===== src/rtl/stack_ctl_pkg.sv =====
// Shared definitions for the stack controller.
// Holds the 2-bit operation encoding, the controller FSM states and a
// small helper that decides whether an operation is legal at the
// current occupancy.
package stack_ctl_pkg;

  localparam logic [1:0] OP_NOP  = 2'b00;
  localparam logic [1:0] OP_PUSH = 2'b01;
  localparam logic [1:0] OP_POP  = 2'b10;
  localparam logic [1:0] OP_REPL = 2'b11;

  typedef enum logic [1:0] {
    ST_FLUSH = 2'd0,
    ST_RUN   = 2'd1,
    ST_HALT  = 2'd2
  } state_e;

  // Push needs room, pop/replace need an element; no-op is never legal.
  function automatic logic op_legal(input logic [1:0] op, input logic empty,
                                    input logic full);
    case (op)
      OP_PUSH:          return !full;
      OP_POP, OP_REPL:  return !empty;
      default:          return 1'b0;
    endcase
  endfunction

endpackage


===== src/rtl/stack_ctl_if.sv =====
// Request/grant bus between the two requesters (core, debug) and the
// stack controller.
//   core_req/core_op/core_din -> controller, core_gnt <- controller
//   dbg_req/dbg_op/dbg_din    -> controller, dbg_gnt  <- controller
// master: requester side; slave: controller side.
interface stack_ctl_if #(parameter int WIDTH = 16);
  logic             core_req;
  logic [1:0]       core_op;
  logic [WIDTH-1:0] core_din;
  logic             core_gnt;
  logic             dbg_req;
  logic [1:0]       dbg_op;
  logic [WIDTH-1:0] dbg_din;
  logic             dbg_gnt;

  modport master (output core_req, core_op, core_din, dbg_req, dbg_op, dbg_din,
                  input  core_gnt, dbg_gnt);
  modport slave  (input  core_req, core_op, core_din, dbg_req, dbg_op, dbg_din,
                  output core_gnt, dbg_gnt);
endinterface


===== src/rtl/stack_rr_arb.sv =====
// Two-way round-robin arbiter.
//   req[0]/gnt[0]: core, req[1]/gnt[1]: debug.
// Grants are combinational; on a tie the requester that was not granted
// most recently wins. Out of reset the core wins the first tie.
module stack_rr_arb (
  input  logic       clk,
  input  logic       resetq,
  input  logic [1:0] req,
  output logic [1:0] gnt
);

  logic prio_dbg;  // 1: debug wins the next tie

  assign gnt[0] = req[0] & (~req[1] | ~prio_dbg);
  assign gnt[1] = req[1] & (~req[0] |  prio_dbg);

  always_ff @(posedge clk or negedge resetq) begin
    if (!resetq)     prio_dbg <= 1'b0;
    else if (gnt[0]) prio_dbg <= 1'b1;
    else if (gnt[1]) prio_dbg <= 1'b0;
  end

endmodule


===== src/rtl/stack_ctl.sv =====
// Stack controller: arbitrates core and debug stack operations, drives
// the external stack datapath and tracks occupancy and errors.
// Ports:
//   clk, resetq       clock, async active-low reset
//   bus (slave)       core/debug req, op, din in; gnt out
//   flush             empty the stack (one FLUSH cycle, then RUN)
//   clr_err           clear sticky ovf/unf and leave HALT
//   stk_push/stk_pop  datapath strobes (both set = replace)
//   stk_in            datapath write data
//   stk_rst           sync reset of the datapath pointer
//   depth/empty/full  occupancy
//   ovf/unf           sticky overflow/underflow flags
module stack_ctl
  import stack_ctl_pkg::*;
#(
  parameter int WIDTH     = 16,
  parameter int DEPTHLOG2 = 3
) (
  input  logic                 clk,
  input  logic                 resetq,
  stack_ctl_if.slave           bus,
  input  logic                 flush,
  input  logic                 clr_err,
  output logic                 stk_push,
  output logic                 stk_pop,
  output logic [WIDTH-1:0]     stk_in,
  output logic                 stk_rst,
  output logic [DEPTHLOG2:0]   depth,
  output logic                 empty,
  output logic                 full,
  output logic                 ovf,
  output logic                 unf
);

  localparam logic [DEPTHLOG2:0] DEPTH_V = (DEPTHLOG2+1)'(1 << DEPTHLOG2);
  localparam logic [DEPTHLOG2:0] ONE     = {{DEPTHLOG2{1'b0}}, 1'b1};

  state_e     state;
  logic       active, core_ok, dbg_ok, core_bad, dbg_bad, ovf_evt, unf_evt;
  logic [1:0] gnt;
  logic [1:0] sel_op;

  assign empty = (depth == '0);
  assign full  = (depth == DEPTH_V);

  // Nothing is served in the FLUSH cycle or in a cycle asking for a flush.
  // Core is only served in RUN; debug is served in RUN and HALT.
  always_comb begin
    active   = (state != ST_FLUSH) && !flush;
    core_ok  = active && (state == ST_RUN) && bus.core_req &&
               op_legal(bus.core_op, empty, full);
    dbg_ok   = active && bus.dbg_req && op_legal(bus.dbg_op, empty, full);
    core_bad = active && (state == ST_RUN) && bus.core_req &&
               (bus.core_op != OP_NOP) && !op_legal(bus.core_op, empty, full);
    dbg_bad  = active && bus.dbg_req &&
               (bus.dbg_op != OP_NOP) && !op_legal(bus.dbg_op, empty, full);
    ovf_evt  = (core_bad && bus.core_op == OP_PUSH) ||
               (dbg_bad  && bus.dbg_op  == OP_PUSH);
    unf_evt  = (core_bad && bus.core_op != OP_PUSH) ||
               (dbg_bad  && bus.dbg_op  != OP_PUSH);
  end

  stack_rr_arb u_arb (
    .clk    (clk),
    .resetq (resetq),
    .req    ({dbg_ok, core_ok}),
    .gnt    (gnt)
  );

  assign bus.core_gnt = gnt[0];
  assign bus.dbg_gnt  = gnt[1];

  always_comb begin
    sel_op = OP_NOP;
    stk_in = '0;
    if (gnt[1]) begin
      sel_op = bus.dbg_op;
      stk_in = bus.dbg_din;
    end else if (gnt[0]) begin
      sel_op = bus.core_op;
      stk_in = bus.core_din;
    end
  end

  assign stk_push = sel_op[0];
  assign stk_pop  = sel_op[1];

  always_ff @(posedge clk or negedge resetq) begin
    if (!resetq) begin
      state   <= ST_FLUSH;
      depth   <= '0;
      ovf     <= 1'b0;
      unf     <= 1'b0;
      stk_rst <= 1'b1;
    end else begin
      case (state)
        ST_FLUSH: begin
          state   <= ST_RUN;
          depth   <= '0;
          stk_rst <= 1'b0;
        end
        default: begin
          if (stk_push && !stk_pop)      depth <= depth + ONE;
          else if (stk_pop && !stk_push) depth <= depth - ONE;
          // A new error in the same cycle as clr_err keeps its flag set.
          ovf <= (ovf && !clr_err) || ovf_evt;
          unf <= (unf && !clr_err) || unf_evt;
          if (flush) begin
            state   <= ST_FLUSH;
            stk_rst <= 1'b1;
          end else if (state == ST_RUN && core_bad) begin
            state <= ST_HALT;
          end else if (state == ST_HALT && clr_err) begin
            state <= ST_RUN;
          end
        end
      endcase
    end
  end

endmodule


===== src/flat_wrapper.sv =====
// flat-port wrapper written by rule: the top's interface ports become plain ports
module stack_ctl_flat import stack_ctl_pkg::*;
#(
  parameter int WIDTH     = 16,
  parameter int DEPTHLOG2 = 3
)
  (clk, resetq, flush, clr_err, stk_push, stk_pop, stk_in, stk_rst, depth, empty, full, ovf, unf, bus_core_req, bus_core_op, bus_core_din, bus_dbg_req, bus_dbg_op, bus_dbg_din, bus_core_gnt, bus_dbg_gnt);
  stack_ctl_if #(.WIDTH(WIDTH)) bus_i ();
  input  logic clk;
  input  logic resetq;
  input  logic flush;
  input  logic clr_err;
  output logic stk_push;
  output logic stk_pop;
  output logic [WIDTH-1:0] stk_in;
  output logic stk_rst;
  output logic [DEPTHLOG2:0] depth;
  output logic empty;
  output logic full;
  output logic ovf;
  output logic unf;
  input wire logic [$bits(bus_i.core_req)-1:0] bus_core_req;
  input wire logic [$bits(bus_i.core_op)-1:0] bus_core_op;
  input wire logic [$bits(bus_i.core_din)-1:0] bus_core_din;
  input wire logic [$bits(bus_i.dbg_req)-1:0] bus_dbg_req;
  input wire logic [$bits(bus_i.dbg_op)-1:0] bus_dbg_op;
  input wire logic [$bits(bus_i.dbg_din)-1:0] bus_dbg_din;
  output wire logic [$bits(bus_i.core_gnt)-1:0] bus_core_gnt;
  output wire logic [$bits(bus_i.dbg_gnt)-1:0] bus_dbg_gnt;
  assign bus_i.core_req = bus_core_req;
  assign bus_i.core_op = bus_core_op;
  assign bus_i.core_din = bus_core_din;
  assign bus_i.dbg_req = bus_dbg_req;
  assign bus_i.dbg_op = bus_dbg_op;
  assign bus_i.dbg_din = bus_dbg_din;
  assign bus_core_gnt = bus_i.core_gnt;
  assign bus_dbg_gnt = bus_i.dbg_gnt;
  stack_ctl #(.WIDTH(WIDTH), .DEPTHLOG2(DEPTHLOG2)) u_core (.clk(clk), .resetq(resetq), .bus(bus_i), .flush(flush), .clr_err(clr_err), .stk_push(stk_push), .stk_pop(stk_pop), .stk_in(stk_in), .stk_rst(stk_rst), .depth(depth), .empty(empty), .full(full), .ovf(ovf), .unf(unf));
endmodule

===== config.mk =====
export PLATFORM = sky130hd
export DESIGN_NAME = stack_ctl_flat
export DESIGN_NICKNAME = d
export VERILOG_FILES = /design/src/rtl/stack_ctl_pkg.sv /design/src/rtl/stack_ctl_if.sv /design/src/rtl/stack_rr_arb.sv /design/src/rtl/stack_ctl.sv /design/src/flat_wrapper.sv
export SDC_FILE = /design/constraint.sdc
export NUM_CORES = 1
export LEC_CHECK = 0
export ABC_AREA = 1
export CORE_MARGIN = 2
export CORE_UTILIZATION = 30
export DETAILED_ROUTE_END_ITERATION = 10
export GPL_TIMING_DRIVEN = 0
export PLACE_DENSITY = 0.73
export REMOVE_ABC_BUFFERS = 1
export SYNTH_ARGS = -nofsm -noshare
export SYNTH_HDL_FRONTEND = slang
export SYNTH_HIERARCHICAL = 1
export SYNTH_SLANG_ARGS = --single-unit

===== constraint.sdc =====
create_clock -name clk -period 2.8 [get_ports clk]
set_input_delay 0.28 -clock clk [delete_from_list [all_inputs] [get_ports clk]]
set_output_delay 0.28 -clock clk [all_outputs]
set_load 0.01 [all_outputs]

==> impl_metrics.yaml, run 1 <==
floorplanning:
  io_pins: 71
  die_x_um: 59.4
  die_area_um2: 3520
  initial_core_util: 0.309
  dieHeight_um: 59.4
  rows: 20
  coreArea_um2: 2980
yosys:
  yosys.area.top_type_share: 0.245
  syn_area_um2: 920
  yosys.area.top_type: "dfrtp_1"
  avgSynthCellArea_um2: 7.30
  yosysSeqAreaShare: 0.273
  synthCells: 126
  synth_cell_types: 25
  yosys_warnings: 6
  synth.area.top_cells: "dfrtp_1 24%, a22o_1 15%, inv_1 9.0%"
  ys_ff_latch: 10
placed_design:
  gp_congestion: 0.865
  place_ws_ns: -0.704
  io_buffers: 70
  dpl.hpwl_um: 2570
drt:
  ant_nets: 0
  via_per_inst: 4.85
  wl_per_cell_um: 13.8
  vias: 1129
  drtIter0Drc: 28
  drc: 0
  wl_um: 3220
  drtPass1Iterations: 4
setup_path:
  cp.arrival_ns: 2.45
  required_ns: 2.52
  start_kind: "input pin"
  critPathKind: "input pin to primary output"
  cp-end-kind: "primary output"
  cp_max_fo: 16
power_and_ir_drop:
  total_power_w: 0.00113
  vdd_drop_max_mv: 0.392
  power_density_nw_per_um2: 647
  leakagePower_nw: 0.888
clocking:
  clk_pin_slew_worst_paths_ns: 0.06
  ctsHoldBuffers: 0
  clockBufferDepth: 2
  htreeDepth: 1
  cts_buffers: 3
  clock_latency_ns: 0.26
  cts-root-buf: "clkbuf_4"
  cts_tree: "done"
  cts_sinks: 10
layout:
  diodes: 0
  drive_gt1_frac: 0.155
  final_nets: 247
  layout_common_cells: "61 x clkdlybuf4s50_1, 22 x inv_1, 17 x nand2_1"
  final_common_cell: "clkdlybuf4s50_1"
  nFillCells: 282
  utilization: 0.587
  area_growth_pct: 90.1
timing:
  hold_viol: 0
  worst_pin_slew_ns: 0.461
  max_freq_mhz: 367
  maxSlewViolCount: 0
  rsz0062_at_grt: "true"
  worst_hold_slack_ns: 0.337
  min_period_ns: 2.73
  final.period_utilization: 0.974
  fin_ws_ns: 0.0740
  skew_ns: 0.00196
  slew_headroom: 0.692
  setup_violations: 0
job:
  cap_violations: 0
global_routing:
  grt_usage: 0.170
  antenna_found_initial: 0
  grt_pass1_vias: 1093
  grt_overflow_total: 0
  grt_max_degree: 18
  grt_pass1_wl_um: 4570
outcome:
  outcome: "complete, no violations"
hold_path:
  hp-class: "input pin to async pin"
[path summary, 6_finish.rpt]
| kind | start | to | slack [ns] | cells after the start |
|---|---|---|---|---|
| setup / recovery | bus_core_op[0] | stk_in[5] | 0.07 | 15 |
| hold / removal | resetq | u_core/u_arb/prio_dbg | 0.34 | 1 |
| setup reg to reg | u_core/depth[0] | u_core/depth[3] | 0.19 | 20 |
| hold reg to reg | u_core/stk_rst | u_core/stk_rst | 0.50 | 2 |
| max in group asynchronous | resetq | u_core/stk_rst | 2.12 | 1 |
| min in group clk | u_core/stk_rst | u_core/stk_rst | 0.50 | 2 |
[report_power, final]
part	leakage, nW	internal (W)	total, W	switching, W
Combinational	0.745	0.000393	0.000774	0.000381
Clock	0.0150	0.0000550	0.000102	0.0000470
Sequential	0.128	0.000202	0.000255	0.0000536
Total	0.888	0.000650	0.00113	0.000481
[kinds of logic (layout without fill, tap and decap cells)]
group | Yosys count | in the layout | share of synthesized area
compound gates | 29 | 29 | 0.233
xor+xnor | 2 | 2 | 0.0191
fa+ha+maj | 4 | 4 | 0.0626
buf+inv | 30 | 104 | 0.146
flops | 10 | 10 | 0.273
simple gates | 51 | 51 | 0.267
[synth_stat cells (all sizes together)]
| cell | n |
|---|---|
| inv | 27 |
| nand2 | 25 |
| nor2 | 17 |
| a22o | 16 |
| dfrtp | 9 |
| nand3 | 5 |
| a21oi | 4 |
| nand4 | 4 |
| o21ai | 4 |
| buf | 3 |
| ha | 3 |
| o22ai | 3 |
| xor2 | 2 |
| a21o | 1 |
| dfstp | 1 |
| fa | 1 |
| o31ai | 1 |
[worst max-delay path, cell delays in order]
cell	delay [ns]
clkdlybuf4s50_1	0.48
inv_1	0.09
nor2_4	0.15
nand2_2	0.08
nand2_2	0.06
inv_2	0.04
nor2_1	0.11
inv_1	0.08
nand2_1	0.10
nand2_4	0.07
inv_4	0.07
nand2_4	0.06
inv_6	0.12
a22o_1	0.14
clkdlybuf4s50_1	0.53
[flip-flops by register name (all words and copies together) (netlist names)]
name                   count
u_core/unf                 1
u_core/stk_rst             1
u_core/depth               4
u_core/ovf                 1
u_core/state               2
u_core/u_arb/prio_dbg      1
[per-stage QoR]
step	cell area (µm²)	instances	setup TNS, ns
final	1750	233	0
after detailed placement	1630	226	-8.95
after floorplan	892	123	-0.160
after CTS	1710	233	0
after global routing	1750	233	-0.621
after global placement	1630	226	-8.15
[metal layers]
metal,track usage,vias to the layer above,share of wire
met4,0.0617,0,0.011
met1,0.173,515,0.39
met5,0,-,0
li1,-,562,-
met2,0.327,48,0.51
met3,0.0459,4,0.094
[timing repair]
| item | in CTS | in global routing |
|---|---|---|
| pin swaps | 2 | 1 |
| gates resized for setup | 10 | 11 |
| buffers inserted | 3 | 0 |
| endpoints found under the hold margin | 0 | 0 |
| endpoints found under the setup margin | 22 | 19 |
[cell type report]
cell class                 instances  area, µm²  area share
clock buffer                       4       26.3      0.0150
inverter                          27        109      0.0623
multi-input combinational         86        582       0.333
sequential                        10        251       0.144
tap                               33       41.3      0.0236
timing repair buffer              73        738       0.422
(Power assumes the default switching activity.)
==> inputs of run 2 (changes only) <==
==> constraint.sdc (replaced) <==
create_clock -name clk -period 2.8 [get_ports clk]
set_input_delay 0.42 -clock clk [delete_from_list [all_inputs] [get_ports clk]]
set_output_delay 0.42 -clock clk [all_outputs]
set_load 0.01 [all_outputs]
==> impl_metrics.yaml, run 2 (synthesis results as in run 1) <==
setup_path:
  required_ns: 2.38
  cp_top_family: "buffers and inverters"
  cp_max_fo: 16
  start_kind: "input pin"
  reg2reg_from: "u_core/depth[2]"
  path_cells: "clkdlybuf4s50_1 > inv_1 > nor2_4 > nand2_2 > a21oi_4 > nand2_1 > nand2_4 > inv_4 > nand2_4 > inv_8 > a22o_1 > dlygate4sd2_1"
  crit_buf_inv: 5
  cp-startpoint: "bus_dbg_op[0]"
  reg2reg_to: "u_core/depth[3]"
  endpoint: "stk_in[5]"
  slowest_delay_ns: 0.49
  cp-end-kind: "primary output"
  cp.arrival_ns: 2.30
  r2r_cells: 17
  critPathMostFrequentCell: "nand2_4"
  crit_cells: 12
  cp_slowest_cell: "clkdlybuf4s50_1"
  ff2ff_setup_slack_ns: 0.22
  critPathKind: "input pin to primary output"
drt:
  drtIter0Drc: 23
  ant_nets: 0
  drc: 0
  wl_per_cell_um: 14.0
  wl_um: 3270
  vias: 1146
  via_per_inst: 4.90
  drtPass1Iterations: 4
global_routing:
  grt_overflow_total: 0
  grt_pass1_wl_um: 4730
  grt_max_degree: 17
  grt_usage: 0.176
  grt_pass1_vias: 1119
  antenna_found_initial: 0
timing:
  rsz0062_at_grt: "true"
  slew_headroom: 0.690
  final.period_utilization: 0.971
  min_period_ns: 2.72
  maxSlewViolCount: 0
  hold_viol: 0
  setup_violations: 0
  max_freq_mhz: 368
  skew_ns: 0.00218
  setup_tns_ns: 0
  worst_pin_slew_ns: 0.464
job:
  cap_violations: 0
floorplanning:
  die_x_um: 59.4
  initial_core_util: 0.309
  rows: 20
  die_area_um2: 3520
  io_pins: 71
  coreArea_um2: 2980
  dieHeight_um: 59.4
clocking:
  clock_latency_ns: 0.26
  cts-root-buf: "clkbuf_4"
  cts_sinks: 10
  cts_tree: "done"
  cts_buffers: 3
  htreeDepth: 1
  clockBufferDepth: 2
  clk_pin_slew_worst_paths_ns: 0.06
layout:
  largest_reg_flops: 4
  final_nets: 248
  area_growth_pct: 89.9
  layoutNonFillerInstCount: 234
  drive_gt1_frac: 0.224
  seqCellArea_um2: 251
  diodes: 0
  layout_common_cells: "51 x clkdlybuf4s50_1, 20 x inv_1, 16 x a22o_1"
  final_common_cell: "clkdlybuf4s50_1"
  regMostFlops: "u_core/depth"
  nFillCells: 293
  reg_top3: "u_core/depth: 4 flops, u_core/state: 2 flops"
  multiInputGateArea_um2: 628
placed_design:
  gp_congestion: 0.865
  dp.cells: 226
  io_buffers: 70
  dpl.hpwl_um: 2570
outcome:
  outcome: "complete, no violations"
power_and_ir_drop:
  leakagePower_nw: 0.843
  power_density_nw_per_um2: 650
  vdd_drop_max_mv: 0.386
hold_path:
  hp-class: "input pin to async pin"
## run 2: area by class of cell
cell class / instances / share of cell area
multi-input combinational: 86 / 0.360
clock buffer: 4 / 0.0150
sequential: 10 / 0.144
inverter: 27 / 0.0638
tap: 33 / 0.0236
timing repair buffer: 74 / 0.394
## run 2: how the worst min path moves through the flow
| stage | from | end | slack, ns |
|---|---|---|---|
| 4_1_cts | resetq | u_core/depth[3] | 0.49 |
| 2_1_floorplan | resetq | u_core/depth[0] | 0.12 |
| 6_report | resetq | u_core/u_arb/prio_dbg | 0.48 |
| 3_5_place_dp | u_core/stk_rst | u_core/stk_rst | 0.49 |
| 3_3_place_gp | u_core/stk_rst | u_core/stk_rst | 0.49 |
| 5_1_grt | resetq | u_core/u_arb/prio_dbg | 0.51 |
## run 2: where the power goes
group	leakage [nW]	switching, W	internal [W]	total, W
Clock	0.0150	0.0000469	0.0000550	0.000102
Sequential	0.128	0.0000547	0.000202	0.000256
Combinational	0.700	0.000395	0.000382	0.000777
## run 2: metrics by stage
stage	hold WS, ns	total power (W)	setup WS, ns	utilization	instance area [µm²]
4_1_cts	0.488	0.00112	0.0137	0.577	1720
5_1_grt	0.511	0.00124	-0.0647	0.587	1750
6_report	0.479	0.00114	0.0813	0.587	1750
3_5_place_dp	0.486	0.000998	-0.844	0.549	1630
3_3_place_gp	0.492	0.000975	-0.790	0.549	1630
2_1_floorplan	0.124	0.000648	-0.145	-	892
## run 2: repair_timing
| action | CTS | global route |
|---|---|---|
| hold buffers | 0 | 0 |
| setup buffers | 4 | 0 |
| setup endpoints to repair | 24 | 22 |
| pin swaps | 4 | 2 |
| gates resized for setup | 30 | 24 |
## run 2: metal layers
layer / GRT usage / wire length [µm] / vias to the layer above
li1: - / - / 567
met1: 0.184 / 1210 / 522
met2: 0.336 / 1680 / 53
met3: 0.0459 / 342 / 4
met4: 0.0552 / 34 / 0
met5: 0 / 0 / -
==> inputs of run 3 (changes only) <==
CTS_CLUSTER_DIAMETER = 40   (was not set)
GPL_ROUTABILITY_DRIVEN = 0   (was not set)
==> results of run 3 <==
Final layout, timing and power as in run 2 (identical DEF).
